File: src/rtl/fetch_redirect_ctrl.sv
// fetch_redirect_ctrl: fetch PC sequencer and redirect arbiter for the
// dual-issue front end. Priorities: exception > ID2 flush > predictor taken.
// A predicted-taken branch in the upper word of a fetch pair is split. The
// delay slot is fetched alone (fetch_ds=1), and the saved target follows it.
// Redirects that arrive while a request is stalled are held until accept.
// Optional feature macro: FETCH_REDIRECT_PERF_EN enables the exc/flush/drop
// performance counters. When it is not defined, the counter outputs read 0.
module fetch_redirect_ctrl #(
    parameter logic [31:0] RESET_PC = 32'hBFC0_0000,
    parameter int          CNT_W    = 32
) (
    input  logic             clk,
    input  logic             rst,
    output logic             fetch_valid,
    output logic [31:0]      fetch_pc,
    input  logic             fetch_ready,
    output logic             fetch_ds,
    output logic             fetch_drop,
    input  logic             exc_req,
    input  logic [31:0]      exc_pc,
    input  logic             flush_req,
    input  logic [31:0]      flush_pc,
    input  logic             pred_taken,
    input  logic [31:0]      pred_target,
    output logic [1:0]       redirect_src,
    output logic [CNT_W-1:0] exc_cnt,
    output logic [CNT_W-1:0] flush_cnt,
    output logic [CNT_W-1:0] drop_cnt
);

    typedef enum logic {S_SEQ, S_DS} state_t;

    localparam logic [1:0] SRC_SEQ   = 2'd0;
    localparam logic [1:0] SRC_PRED  = 2'd1;
    localparam logic [1:0] SRC_FLUSH = 2'd2;
    localparam logic [1:0] SRC_EXC   = 2'd3;

    state_t      state_reg, state_next;
    logic        valid_reg;
    logic [31:0] pc_reg, pc_next;
    logic [31:0] ds_target_reg, ds_target_next;
    logic        pend_valid_reg, pend_valid_next;
    logic [31:0] pend_pc_reg, pend_pc_next;
    logic [1:0]  pend_src_reg, pend_src_next;

    logic        accept;
    logic        pend_is_exc;
    logic        eff_valid;
    logic [31:0] eff_pc;
    logic [1:0]  eff_src;
    logic [31:0] seq_pc;

    assign accept      = valid_reg & fetch_ready;
    assign pend_is_exc = pend_valid_reg && (pend_src_reg == SRC_EXC);
    // A 4-byte fetch at an upper word only advances to the next pair.
    assign seq_pc      = pc_reg[2] ? (pc_reg + 32'd4) : (pc_reg + 32'd8);

    assign fetch_valid = valid_reg;
    assign fetch_pc    = pc_reg;
    assign fetch_ds    = (state_reg == S_DS);

    // Merge new requests with the held one. A new exception always wins. A new
    // flush cannot displace a held exception.
    always_comb begin
        eff_valid = 1'b0;
        eff_pc    = pend_pc_reg;
        eff_src   = pend_src_reg;
        if (exc_req) begin
            eff_valid = 1'b1;
            eff_pc    = exc_pc;
            eff_src   = SRC_EXC;
        end else if (flush_req && !pend_is_exc) begin
            eff_valid = 1'b1;
            eff_pc    = flush_pc;
            eff_src   = SRC_FLUSH;
        end else if (pend_valid_reg) begin
            eff_valid = 1'b1;
        end
    end

    // Next-state, next-PC and per-accept outputs for the SEQ/DS sequencer.
    always_comb begin
        state_next      = state_reg;
        pc_next         = pc_reg;
        ds_target_next  = ds_target_reg;
        pend_valid_next = pend_valid_reg;
        pend_pc_next    = pend_pc_reg;
        pend_src_next   = pend_src_reg;
        redirect_src    = SRC_SEQ;
        fetch_drop      = 1'b0;
        if (accept) begin
            if (eff_valid) begin
                // The request handed over now is already stale.
                fetch_drop      = 1'b1;
                pc_next         = eff_pc;
                redirect_src    = eff_src;
                state_next      = S_SEQ;
                pend_valid_next = 1'b0;
            end else if (state_reg == S_DS) begin
                pc_next      = ds_target_reg;
                redirect_src = SRC_PRED;
                state_next   = S_SEQ;
            end else if (pred_taken) begin
                if (pc_reg[2]) begin
                    // The branch is in the upper word. Fetch its delay slot first.
                    pc_next        = pc_reg + 32'd4;
                    ds_target_next = pred_target;
                    state_next     = S_DS;
                end else begin
                    pc_next      = pred_target;
                    redirect_src = SRC_PRED;
                end
            end else begin
                pc_next = seq_pc;
            end
        end else if (eff_valid) begin
            pend_valid_next = 1'b1;
            pend_pc_next    = eff_pc;
            pend_src_next   = eff_src;
        end
    end

    // State and datapath registers. Reset drops any held redirect.
    always_ff @(posedge clk) begin
        if (rst) begin
            state_reg      <= S_SEQ;
            valid_reg      <= 1'b0;
            pc_reg         <= RESET_PC;
            ds_target_reg  <= 32'd0;
            pend_valid_reg <= 1'b0;
            pend_pc_reg    <= 32'd0;
            pend_src_reg   <= SRC_SEQ;
        end else begin
            state_reg      <= state_next;
            valid_reg      <= 1'b1;
            pc_reg         <= pc_next;
            ds_target_reg  <= ds_target_next;
            pend_valid_reg <= pend_valid_next;
            pend_pc_reg    <= pend_pc_next;
            pend_src_reg   <= pend_src_next;
        end
    end

`ifdef FETCH_REDIRECT_PERF_EN
    localparam logic [CNT_W-1:0] CNT_ONE = {{(CNT_W-1){1'b0}}, 1'b1};

    logic [2:0]       cnt_inc;
    logic [CNT_W-1:0] cnt_reg [3];

    assign cnt_inc[0] = accept & eff_valid & (eff_src == SRC_EXC);
    assign cnt_inc[1] = accept & eff_valid & (eff_src == SRC_FLUSH);
    assign cnt_inc[2] = fetch_drop;

    for (genvar gi = 0; gi < 3; gi++) begin : g_cnt
        // Saturating event counter.
        always_ff @(posedge clk) begin
            if (rst)
                cnt_reg[gi] <= '0;
            else if (cnt_inc[gi] && (cnt_reg[gi] != {CNT_W{1'b1}}))
                cnt_reg[gi] <= cnt_reg[gi] + CNT_ONE;
        end
    end

    assign exc_cnt   = cnt_reg[0];
    assign flush_cnt = cnt_reg[1];
    assign drop_cnt  = cnt_reg[2];
`else
    assign exc_cnt   = '0;
    assign flush_cnt = '0;
    assign drop_cnt  = '0;
`endif

endmodule
File: config.mk
export PLATFORM = sky130hd
export DESIGN_NAME = fetch_redirect_ctrl
export DESIGN_NICKNAME = d
export VERILOG_FILES = /design/src/rtl/fetch_redirect_ctrl.sv
export SDC_FILE = /design/constraint.sdc
export NUM_CORES = 1
export LEC_CHECK = 0
export ABC_AREA = 1
export ABC_CLOCK_PERIOD_IN_PS = 2300
export CAP_MARGIN = 30
export CORE_MARGIN = 3
export CORE_UTILIZATION = 35
export CTS_BUF_LIST = sky130_fd_sc_hd__clkbuf_16
export DETAILED_ROUTE_END_ITERATION = 8
export GPL_ROUTABILITY_DRIVEN = 0
export GPL_TIMING_DRIVEN = 0
export HOLD_SLACK_MARGIN = 0.1
export PLACE_DENSITY_LB_ADDON = 0.12
export SLEW_MARGIN = 10
export SYNTH_ARGS = -nofsm -noshare
export SYNTH_HDL_FRONTEND = slang
export SYNTH_SLANG_ARGS = --single-unit
File: constraint.sdc
create_clock -name clk -period 2.3 [get_ports clk]
set_input_delay 0.46 -clock clk [delete_from_list [all_inputs] [get_ports clk]]
set_output_delay 0.46 -clock clk [all_outputs]
set_load 0.05 [all_outputs]
==> run metrics, run 1 <==
relative slew slack=55.6%; Starting Density=36.0%; largest net degree at the start of global routing=16; die area=20300 µm²; clock tree buffer depth=2; dominant synthesized flop cell=dfxtp_1; Pins Over Slew Limit=0; #FFs+latches synth=101; count of max-cap constraint violations=0; CP Launch Type=input port; layout cells sized above 1=11.9%; sequential share of power=39.1%; Netlist Area Pre-Place=6530 µm²; die height=143 µm; die span in x=143 µm; FFs w/ async S/R, synth=0%; initial DRC count=519; Final TNS setup=0 ns; Sw Ratio=35.6%; Worst Path Class, Setup=input port to output port; Simple-Gate Fraction of Synth Area=25.4%; clk sinks=101; Max FO, Critical Path=6; Row Count=49; power density over the cells=559 nW/µm²; sequential share of the synthesized area=31.0%; Post-Place Cells=1492; internal power=3.21 mW; CORE AREA=18100 µm²; remaining antenna violation count=0; outcome=completed; Tightest Pin Transition=0.666 ns; crit end category=output port; complex-gate fraction of the synthesized area=21.1%; H-tree Lvls=3; initial antenna violation count=0; Worst EP required=1.84 ns; Reg clk slew, reported paths=0.07 ns; mux cell area share after synthesis=0.307%; CTS Hold Bufs=0; Clk Latency, worst-skew pair=0.35 ns; IO Count=235; Synth Area in XOR/XNOR=0.805%; Critical Path AT=1.82 ns; GRT overflow=0; synth unique cells=40; Total GRT Usage=21.9%; via/cell ratio=4.63; Layout Nets=1382; Max IR drop VDD=0.375 mV; RSZ-0062 raised after global routing=false; Post-Synth Adder-Cell Area=0.192%; Root Buffer=clkbuf_16; Finished Layout Cells=1513; Combinational Power Share=30.5%; number of remaining DRC errors=0; Via Count=7012; FMAX=439 MHz; leakage=4.12 nW; first-pass GRT wire length=35.1 mm; Psw=1.78 mW; largest family of logic cells by synthesized area=simple AND/OR/NAND/NOR gates; post-layout util=49.2%; Area Growth Syn to Fin=36.7%; I/O Buffers=137; EDFF count, synth=0; detailed placer's ending HPWL=18.4 mm; DP Worst Slack=-1.04 ns; clock share of power=30.4%; vias in the first global route=6423; FF-to-FF setup slack=0.21 ns; ant diodes=0; CTS buffer count=9; TritonCTS clock tree=built; Setup violations, final=0; Tmin final=2.28 ns; Tcrit/Tclk final=99.0%; Total Wirelength=22.9 mm; Mapped Cells=1031; Worst Skew=0.00975 ns; YS warnings=0; drt pass-1 iters=5; setup ws final=0.0222 ns; Fin. Hold Viols=0; post-DR wirelength/cell=15.2 µm; Syn Area/Cell=6.33 µm²; Worst Hold Class=register to register
-- per-stage QoR --
step	hold slack [ns]	cell area [µm²]	power [mW]
4_1_cts	0.456	8900	5.00
5_1_grt	0.474	8920	5.21
6_report	0.452	8920	4.99
3_3_place_gp	0.438	8540	3.47
3_5_place_dp	0.447	8540	3.48
2_1_floorplan	0.424	6890	3.01
-- power groups by stage --
stage / combinational, mW / sequential [mW] / clock [mW]
2_1_floorplan: 0.929 / 2.08 / 0
4_1_cts: 1.51 / 1.94 / 1.54
3_3_place_gp: 1.49 / 1.98 / 0
6_report: 1.52 / 1.95 / 1.52
3_5_place_dp: 1.49 / 1.98 / 0
5_1_grt: 1.64 / 1.96 / 1.61
-- timing repair --
item / CTS / global route
pin swaps: 2 / 2
setup buffers: 5 / 1
gates resized for setup: 33 / 6
cloned: 0 / 0
setup endpoints to repair: 8 / 4
-- cell usage after synthesis, types with 4 or more instances --
cell type	count	area, µm²
a211oi_1	9	67.6
buf_4	97	728
inv_1	114	428
clkbuf_1	31	116
dfxtp_1	101	2020
o211ai_1	25	188
nor2_1	115	432
nand2_1	224	841
buf_2	14	70.1
a31oi_1	14	87.6
a21oi_1	69	345
o21ai_0	115	576
nor3_1	5	25.0
o21ai_1	6	30.0
nand3_1	49	245
nand4_1	4	25.0
-- cell usage in the layout, fill, tap and decap left out, types with 3 or more instances in the layout --
master / Yosys / routed
nand2_1: 224 / 220
clkdlybuf4s50_1: 0 / 132
inv_1: 114 / 115
o21ai_0: 115 / 115
nor2_1: 115 / 112
buf_4: 97 / 105
dfxtp_1: 101 / 101
conb_1: 1 / 96
a21oi_1: 69 / 69
nand3_1: 49 / 49
clkbuf_1: 31 / 30
o211ai_1: 25 / 25
a31oi_1: 14 / 14
buf_2: 14 / 12
a211oi_1: 9 / 9
clkbuf_16: 0 / 9
nor3_1: 5 / 5
o21ai_1: 6 / 5
nand4_1: 4 / 4
nand2_4: 0 / 3
buf_1: 3 / 3
nor2_2: 2 / 3
or2_2: 3 / 3
xor2_1: 3 / 3
xnor2_1: 3 / 3
-- metal layers --
metal | global-route usage [%] | wire length [µm] | up-vias
li1 | - | - | 3644
met1 | 30.6 | 10500 | 3037
met2 | 34.3 | 10200 | 306
met3 | 4.13 | 1810 | 25
met4 | 6.45 | 394 | 0
met5 | 0 | 0 | -
-- logic make-up after synthesis --
family,count (synthesis)
compound gates,249
xor+xnor,6
fa+ha+maj,1
buf+inv,262
flops,101
mux,2
other cells,1
simple gates,409
-- area by class of cell --
class                   count  area, µm²
fillers                  1927       9230
multi-input cells         763       3530
flip-flops and latches    101       2020
repair buffers            143       1420
plain buffers             146        947
inverters                 115        434
well taps                 229        287
clock buffers               9        225
clock inverters             7       60.1
-- worst max-delay path: stages --
cell	delay, ns
clkdlybuf4s50_1	0.59
nand2_2	0.15
nand2_4	0.13
o21ai_2	0.10
nor2_1	0.16
buf_4	0.22
-- path summary, 6_finish.rpt --
path	cells past startpoint	startpoint	to
setup / recovery	6	pred_taken	redirect_src[0]
hold / removal	2	ds_target_reg[23]	ds_target_reg[23]
setup reg to reg	10	fetch_pc[3]	fetch_pc[13]
hold reg to reg	2	ds_target_reg[23]	ds_target_reg[23]
Note: power is estimated with default switching activity, not from simulation.
==> run 2, diff against run 1 <==
--- a/config.mk
+++ b/config.mk
@@ -16,6 +16,7 @@
 export GPL_TIMING_DRIVEN = 0
 export HOLD_SLACK_MARGIN = 0.1
 export PLACE_DENSITY_LB_ADDON = 0.12
+export REMOVE_ABC_BUFFERS = 1
 export SLEW_MARGIN = 10
 export SYNTH_ARGS = -nofsm -noshare
 export SYNTH_HDL_FRONTEND = slang
==> run 2 against run 1 <==
  * Die area unchanged
  * Hold slack improved by 0.0042 ns
  * Clock skew decreased by 0.00091 ns
  * Clock power increased by 11%
  * Maximum frequency increased by 2.5%
  * Sequential share of layout area increased by 1.6 points
  * Clock-buffer cell count unchanged
  * Critical path type is now register to output port
  * Highest routed layer unchanged
==> run metrics, run 2 (same netlist as run 1, synthesis figures left out) <==
leakage=3.64 nW (-12%); first-pass GRT wire length=34.4 mm (-2.1%); vias in the first global route=6119 (-4.7%); Pins Over Slew Limit=0 (unchanged); Via Count=6659 (-5.0%); Tcrit/Tclk final=96.6% (-2.4 points); Worst Hold Class=register to register; Max FO, Critical Path=15 (+9); commonest cells after routing, fill and taps aside=220 x nand2_1, 130 x clkdlybuf4s50_1, 115 x o21ai_0; Fin. Hold Viols=0 (unchanged); initial DRC count=441 (-15%); Row Count=49 (unchanged); die height=143 µm (unchanged); min-delay src=ds_target_reg[1]; drt pass-1 iters=5 (unchanged); H-tree Lvls=3 (unchanged); Root Buffer=clkbuf_16; CORE AREA=18100 µm² (unchanged); Total Wirelength=22.3 mm (-2.6%); Worst Skew=0.00884 ns (-0.000905 ns); Critical Path AT=1.76 ns (-0.06 ns); count of max-cap constraint violations=0 (unchanged); Area Growth Syn to Fin=27.9%; CTS Hold Bufs=0 (unchanged); via/cell ratio=4.78 (+3.1%); post-DR wirelength/cell=16.0 µm (+5.7%); crit end category=output port; power density over the cells=603 nW/µm² (+7.8%); commonest non-fill, non-tap cell in the layout=nand2_1; Starting Density=36.0% (unchanged); Worst EP required=1.84 ns (about the same); relative slew slack=45.2% (-10 points); worst setup path startpoint=fetch_ds; Final TNS setup=0 ns (unchanged); Worst R2R Start=pend_valid_reg; Layout Nets=1263 (-8.6%); Reg clk slew, reported paths=0.07 ns (about the same); die area=20300 µm² (unchanged); IO Count=235 (unchanged); die span in x=143 µm (unchanged); Clk Latency, worst-skew pair=0.36 ns (about the same); TritonCTS clock tree=built; Worst Path Class, Setup=register to output port; largest net degree at the start of global routing=57 (+41); Setup violations, final=0 (unchanged); RSZ-0062 raised after global routing=false; Fin Hold WS=0.456 ns (+0.00419 ns); Total GRT Usage=21.6% (-0.23 points); Tmin final=2.22 ns (-0.0549 ns); Max IR drop VDD=0.343 mV (-8.6%); remaining antenna violation count=0 (unchanged); ant diodes=0 (unchanged); clk sinks=101 (unchanged); GRT overflow=0 (unchanged); initial antenna violation count=0 (unchanged); number of remaining DRC errors=0 (unchanged); detailed placer's ending HPWL=15.2 mm (-17%); outcome=completed; I/O Buffers=138 (+0.73%); CP Launch Type=register; clock tree buffer depth=2 (unchanged); FMAX=450 MHz (+2.5%); layout cells sized above 1=7.04% (-4.9 points); CTS buffer count=9 (unchanged); Tightest Pin Transition=0.821 ns (+0.155 ns)
==> run 2: cell types whose count changed in the layout (fill, tap and decap cells not counted), sizes merged <==
cell           delta
buf              -89
clkbuf           -32
inv               -7
clkinvlp          +4
clkinv            +3
clkdlybuf4s50     -2
bufinv            +1
clkdlybuf4s15     +1
nand2             +1
nor2              +1
==> run 2: where the power goes <==
part,switching [mW],leakage [nW],internal (mW)
registers,0.0975,0.829,1.85
clock network,0.731,0.159,0.952
logic,0.968,2.65,0.436
==> run 2: repair_timing <==
item / CTS / global route
gates resized for setup: 47 / 6
buffers inserted: 17 / 6
endpoints found under the setup margin: 101 / 21
gates cloned: 2 / 1
pin swaps: 6 / 1
==> run 2: routing by layer <==
metal	vias to the layer above	share of wire, %	wire, µm	track usage [%]
met1	3004	47	10500	30.2
met3	23	5.5	1230	2.76
met4	0	1.8	395	7.45
met2	227	46	10300	34.5
met5	-	0	0	0
li1	3405	-	-	-
==> run 2: path summary, 6_finish.rpt <==
check	endpoint	slack, ns	depth (start not counted)
setup / recovery	redirect_src[0]	0.08	5
hold / removal	ds_target_reg[1]	0.46	2
setup reg to reg	fetch_pc[25]	0.22	9
hold reg to reg	ds_target_reg[1]	0.46	2
==> run 2: per-stage QoR <==
step | setup slack [ns] | util, % | instance area (µm²) | cells | total power, mW
after CTS | 0.00542 | 45.7 | 8290 | 1387 | 5.04
after global routing | 0.0127 | 46.0 | 8350 | 1394 | 5.28
after global placement | -3.94 | 41.9 | 7600 | 1346 | 3.30
after floorplan | -1.57 | - | 5940 | 979 | 2.85
final | 0.0771 | 46.0 | 8350 | 1394 | 5.03
after detailed placement | -1.87 | 42.6 | 7730 | 1352 | 3.32
==> run 2: critical path, stage by stage, from the launching register on <==
cell	delay [ns]
dfxtp_4	0.51
clkinvlp_4	0.26
nand2_8	0.19
o21ai_2	0.08
nor2_1	0.17
buf_6	0.18
==> run 2: area by class of cell <==
class,count,area [µm²]
clock buffer,9,225
clock inverter,7,88.8
fill,1911,9800
inverter,115,453
multi-input combinational,765,3580
sequential,101,2030
tap,229,287
timing repair buffer,167,1680
timing repair inverter,1,7.51
==> run 3, diff against run 2 <==
--- a/config.mk
+++ b/config.mk
@@ -10,7 +10,7 @@
 export CAP_MARGIN = 30
 export CORE_MARGIN = 3
 export CORE_UTILIZATION = 35
-export CTS_BUF_LIST = sky130_fd_sc_hd__clkbuf_16
+export CTS_BUF_LIST = sky130_fd_sc_hd__clkbuf_2 sky130_fd_sc_hd__clkbuf_4 sky130_fd_sc_hd__clkbuf_8
 export DETAILED_ROUTE_END_ITERATION = 8
 export GPL_ROUTABILITY_DRIVEN = 0
 export GPL_TIMING_DRIVEN = 0
==> run 3 against run 2 <==
  * First-iteration DRC count increased by 11%
  * Critical path depth decreased by 4
  * Clock-buffer cell count unchanged
  * Cell count decreased by 0.14%
  * Maximum frequency decreased by 1.4%
  * Clock skew increased by 0.0049 ns
  * Total power decreased by 7.5%
  * Die area unchanged
  * Hold slack got worse by 0.012 ns
  * Final area decreased by 1.5%
  * Clock power decreased by 22%
  * Critical path type unchanged
==> run metrics, run 3 (same netlist as run 1, synthesis figures left out) <==
outcome=completed; power density over the cells=566 nW/µm² (-6.1%); Via Count=6650 (-0.14%); clk sinks=101 (unchanged); area of the multi-input gates=3590 µm² (+0.10%); Tmin final=2.26 ns (+0.0322 ns); Reg clk slew, reported paths=0.11 ns (+0.04 ns); Root Buffer=clkbuf_8; Critical Path Max Stage Delay=0.87 ns (+0.36 ns); crit end category=output port; post-DR wirelength/cell=16.1 µm (+0.42%); layout cells sized above 1=6.62% (-0.42 points); detailed placer's ending HPWL=15.2 mm (unchanged); Total Wirelength=22.4 mm (+0.27%); Fin. Hold Viols=0 (unchanged); Reg2Reg Depth=10 (+1); Placed Area=7730 µm² (unchanged); leakage=3.58 nW (-1.6%); Area Growth Syn to Fin=26.0%; FMAX=443 MHz (-1.4%); Worst Hold Class=input port to register; die area=20300 µm² (unchanged); remaining antenna violation count=0 (unchanged); die height=143 µm (unchanged); GR peak layer=met2; reg2reg end=fetch_pc[13]; Max FO, Critical Path=7 (-8); TritonCTS clock tree=built; Final Instance Area=8230 µm² (-1.5%); H-tree Lvls=3 (unchanged); commonest non-fill, non-tap cell in the layout=nand2_1; Starting Density=36.0% (unchanged); Setup violations, final=0 (unchanged); Crit-path slowest cell=clkdlybuf4s50_1; hold path cells=2 (unchanged); Total Power=4.66 mW (-7.5%); Row Count=49 (unchanged); Layout Nets=1261 (-0.16%); commonest cells after routing, fill and taps aside=220 x nand2_1, 130 x clkdlybuf4s50_1, 115 x o21ai_0; die span in x=143 µm (unchanged); initial antenna violation count=0 (unchanged); Worst R2R Start=fetch_pc[3]; Levels on crit path=1 (-4); I/O Buffers=138 (unchanged); Worst Skew=0.0137 ns (+0.00487 ns); Critical Path AT=1.80 ns (+0.04 ns); count of max-cap constraint violations=0 (unchanged); post-layout util=45.3% (-0.68 points); Pins Over Slew Limit=0 (unchanged); IO Count=235 (unchanged); GR Util met2=34.1% (-0.35 points); Filler cells=1929 (+0.94%); ant diodes=0 (unchanged); Worst Path Class, Setup=register to output port; initial DRC count=490 (+11%); Worst EP required=1.84 ns (about the same); GRT overflow=0 (unchanged); FF+latch area=2030 µm² (unchanged); Tcrit/Tclk final=98.0% (+1.4 points); vias in the first global route=6078 (-0.67%); clock tree buffer depth=2 (unchanged); CORE AREA=18100 µm² (unchanged); Total GRT Usage=21.6% (unchanged); M3 GR Usage=2.79% (+0.034 points); relative slew slack=45.6% (+0.42 points); RSZ-0062 raised after global routing=false; Worst path top cell family by delay=buffers and inverters; Clk Latency, worst-skew pair=0.40 ns (+0.04 ns); met1 Use GR=30.3% (+0.10 points); number of remaining DRC errors=0 (unchanged); largest net degree at the start of global routing=57 (unchanged); min-delay src=rst; crit path buf inv count=1 (-1); Max IR drop VDD=0.365 mV (+6.7%); Hold Path End=fetch_pc[9]; first-pass GRT wire length=34.3 mm (-0.38%); via/cell ratio=4.78 (about the same); CP Cell Sequence=clkdlybuf4s50_1; drt pass-1 iters=5 (unchanged); Tightest Pin Transition=0.815 ns (-0.00630 ns); CP Launch Type=register; FF-to-FF setup slack=0.24 ns (+0.02 ns); CTS buffer count=9 (unchanged)
==> run 3: cell count changes in the layout (fill, tap and decap cells not counted), moves of 2 or more <==
cell | previous run | this run
clkbuf_16 | 9 | 0
clkbuf_8 | 0 | 9
buf_6 | 3 | 1
inv_1 | 106 | 108
==> run 3: worst reg2reg max path, stage by stage (launching register included) <==
cell and delay, ns:
dfxtp_1 0.47, ha_1 0.27, nand3_1 0.16, nor2_1 0.27, nand2_1 0.20, or2_2 0.31
nand3_1 0.07, nand2_1 0.05, nand2_1 0.07, a21oi_1 0.06, nor2_1 0.07
==> run 3: area by class of cell <==
cell class,instances,share of cell area (%)
inverter,115,5.46
sequential,101,24.6
timing repair buffer,165,20.1
timing repair inverter,1,0.0912
clock buffer,9,1.51
clock inverter,7,1.08
tap,229,3.48
multi-input combinational,765,43.6
==> run 3: what timing repair did <==
item | CTS | global route
buffers inserted | 14 | 7
hold endpoints to repair | 0 | 0
hold buffers | 0 | 0
cloned | 2 | 1
pin swaps | 5 | 3
resized for setup | 44 | 2
endpoints found under the setup margin | 101 | 10
==> run 3: how the worst max path moves through the flow <==
| stage | endpoint | start | slack (ns) |
|---|---|---|---|
| after detailed placement | redirect_src[1] | fetch_ready | -1.87 |
| after global placement | pend_pc_reg[0] | fetch_ready | -3.94 |
| after global routing | redirect_src[0] | fetch_pc[2] | 0.002 |
| after CTS | fetch_drop | fetch_ready | 0.03 |
| after floorplan | pend_pc_reg[0] | fetch_valid | -1.57 |
| final | fetch_pc[20] | fetch_pc[20] | 0.04 |
==> run 3: per-stage QoR <==
| step | worst slack (ns) | std cells | TNS, ns | hold slack, ns |
|---|---|---|---|---|
| after floorplan | -1.57 | 979 | -66.72 | 0.426 |
| after global placement | -3.94 | 1346 | -238.82 | 0.438 |
| after detailed placement | -1.87 | 1352 | -90.64 | 0.446 |
| after CTS | 0.0322 | 1384 | 0 | 0.432 |
| after global routing | 0.00202 | 1392 | 0 | 0.436 |
| final | 0.0449 | 1392 | 0 | 0.444 |
==> run 3: layer usage <==
metal  up-vias  part of all wire, %
li1       3391                    -
met1      3005                   47
met2       225                   45
met3        29                  5.5
met4         0                  2.4
met5         -                    0
==> run 3: report_power, final <==
group          internal (mW)  leakage [nW]  total, mW  switching, mW
logic                  0.431          2.64       1.40          0.968
clock network          0.611         0.113       1.31          0.703
registers               1.85         0.829       1.94         0.0967
==> patch, RTL diff (settings of run 1) <==
Change the parameter `CNT_W` from 32 to 48.
--- a/src/rtl/fetch_redirect_ctrl.sv
+++ b/src/rtl/fetch_redirect_ctrl.sv
@@ -9,3 +9,3 @@
     parameter logic [31:0] RESET_PC = 32'hBFC0_0000,
-    parameter int          CNT_W    = 32
+    parameter int          CNT_W    = 48
 ) (
Ports: changed (resized drop_cnt, exc_cnt and flush_cnt); port bits go from 235 to 283. No check against the original RTL was run, so the function may have changed too.
==> patch against run 1 <==
Routed wire length up 4.1%. Sequential cell count unchanged. Critical path depth up 1. First-iteration DRC count up 1.9%. Worst setup slack better by 44 ps. Total power up 5.8%. Area after synthesis up 5.5%. Design area up 6.8%. Critical path type unchanged. Largest cell class unchanged. Highest routed layer unchanged.
==> patch: results (changes against run 1) <==
* Result of the run: completed
* Maximum number of pins on one net before global-route repair at 17 (+1)
* Leakage component of the power at 4.56 nW (+11%)
* Skew final at 5.74 ps (-4.01 ps)
* CTS H-Tree Depth at 3 (unchanged)
* DR vias/cell at 4.49 (-3.0%)
* Top post-synthesis cells by count: nand2_1, buf_4, nor2_1, o21ai_0, inv_1
* DP Area at 0.00912 mm2 (+6.8%)
* Flip-flop cell with the highest count after synthesis: dfxtp_1
* Nets at 1479 (+7.0%)
* Worst Hold Launch: ds_target_reg[1]
* Hold Path Stages at 2 (unchanged)
* Post-Synthesis Mean Instance Area at 6.38 um2 (+0.83%)
* Register-to-Register Setup Slack at 250 ps (+40 ps)
* Worst IR Drop VDD at 0.000374 V (-0.10%)
* Number of global-route vias before repair at 6731 (+4.8%)
* Clk Tree Root Cell: clkbuf_16
* Average routed wire per standard cell at 14.5 um (-4.0%)
* Tightest Pin Transition at 664 ps (-2.31 ps)
* Clk_lat worst skew at 360 ps
* Fraction of final layout cells sized beyond drive strength 1 at 0.148 (+0.0286)
* Destination of the worst hold path: ds_target_reg[1]
* Post-DP HPWL at 19200 um (+4.8%)
* Maxcap violations at 0 (unchanged)
* Sequential fraction of the synthesis area at 0.294 (-0.0162)
* Count of non-filler cells in the finished layout at 1641 (+8.5%)
* Number of buffers between clock root and the deepest sink at 2 (unchanged)
* TritonCTS buffer count at 9 (unchanged)
* CP Max Fanout at 5 (-1)
* Crit Reg-Reg Startpoint: fetch_pc[3]
* Tot GR Track Use at 0.218 (-0.000694)
* Largest cells by area after synthesis: dfxtp_1, buf_4, nand2_1
* Worst r2r dst: fetch_pc[13]
* R2R cell count at 10 (unchanged)
* Global-route wire length before repair at 37400 um (+6.5%)
* Antenna cells at 0 (unchanged)
* Drt initial violations at 529 (+1.9%)
* Data arrival time of the critical path at 1770 ps (-50 ps)
* Distinct cell type count after synthesis at 40 (unchanged)
* Internal at 3.28 mW (+2.2%)
* Hold Path Class: flop to flop
[patch: cell types whose count changed after synthesis]
cell | run 1 | this run
buf_4 | 97 | 145
[patch: worst max path at each step]
stage / to / slack [ps] / from / depth (start not counted)
final: redirect_src[0] / 70 / flush_req / 7
after global routing: redirect_src[0] / -5 / flush_req / 7
after CTS: redirect_src[0] / 7 / flush_req / 6
after detailed placement: redirect_src[1] / -1040 / fetch_ready / 7
after global placement: redirect_src[1] / -1050 / fetch_ready / 7
after floorplan: redirect_src[1] / 0.3 / fetch_valid / 5
[patch: critical path, stage by stage]
cell and delay (ps):
clkdlybuf4s15_1 290, nor3_4 270, buf_4 190, inv_2 90, o21ai_4 190, nor2_1 90
buf_4 200
[patch: cells by family (layout without fill, tap and decap cells)]
logic type,count (synthesis),after routing,share of synthesized area
AOI/OAI and AO/OA,249,249,0.200
and+or+nand+nor,409,409,0.241
xor gates and xnor gates,6,6,0.00763
adders and majority gates,1,1,0.00182
buffers and inverters,310,469,0.253
other,1,144,0.000544
DFF,101,101,0.294
muxes,2,2,0.00291
[patch: cell type report]
class	count	area, um2
fillers	1995	9490
plain buffers	192	1300
clock buffers	9	225
repair buffers	146	1440
inverters	115	432
well taps	260	325
multi-input cells	811	3720
clock inverters	7	67.6
flip-flops and latches	101	2020
[patch: metal layers]
layer,global-route usage,vias to the layer above,wire [um]
li1,-,3785,-
met1,0.295,3237,10700
met2,0.347,325,10700
met3,0.0562,28,2100
met4,0.0588,0,365
met5,0,-,0
[patch: through the flow]
step / setup slack [ps] / hold slack, ps / total power [mW] / util
floorplan: 0.274 / 424 / 3.25 / -
global placement: -1050 / 437 / 3.71 / 0.480
detailed placement: -1040 / 442 / 3.71 / 0.480
CTS: 6.70 / 453 / 5.26 / 0.499
global route: -4.88 / 471 / 5.51 / 0.501
finish: 66.3 / 451 / 5.27 / 0.501
[patch: power by group through the flow]
stage | Sequential (mW) | Combinational, mW | Clock, mW
6_report | 1.95 | 1.77 | 1.56
5_1_grt | 1.96 | 1.91 | 1.64
4_1_cts | 1.94 | 1.75 | 1.57
3_5_place_dp | 1.98 | 1.73 | 0
3_3_place_gp | 1.98 | 1.72 | 0
2_1_floorplan | 2.08 | 1.16 | 0
[patch: repair_timing]
item / in CTS / in global routing
pin swaps: 2 / 3
hold buffers: 0 / 0
setup endpoints to repair: 9 / 6
resized for setup: 33 / 8
setup buffers: 5 / 4
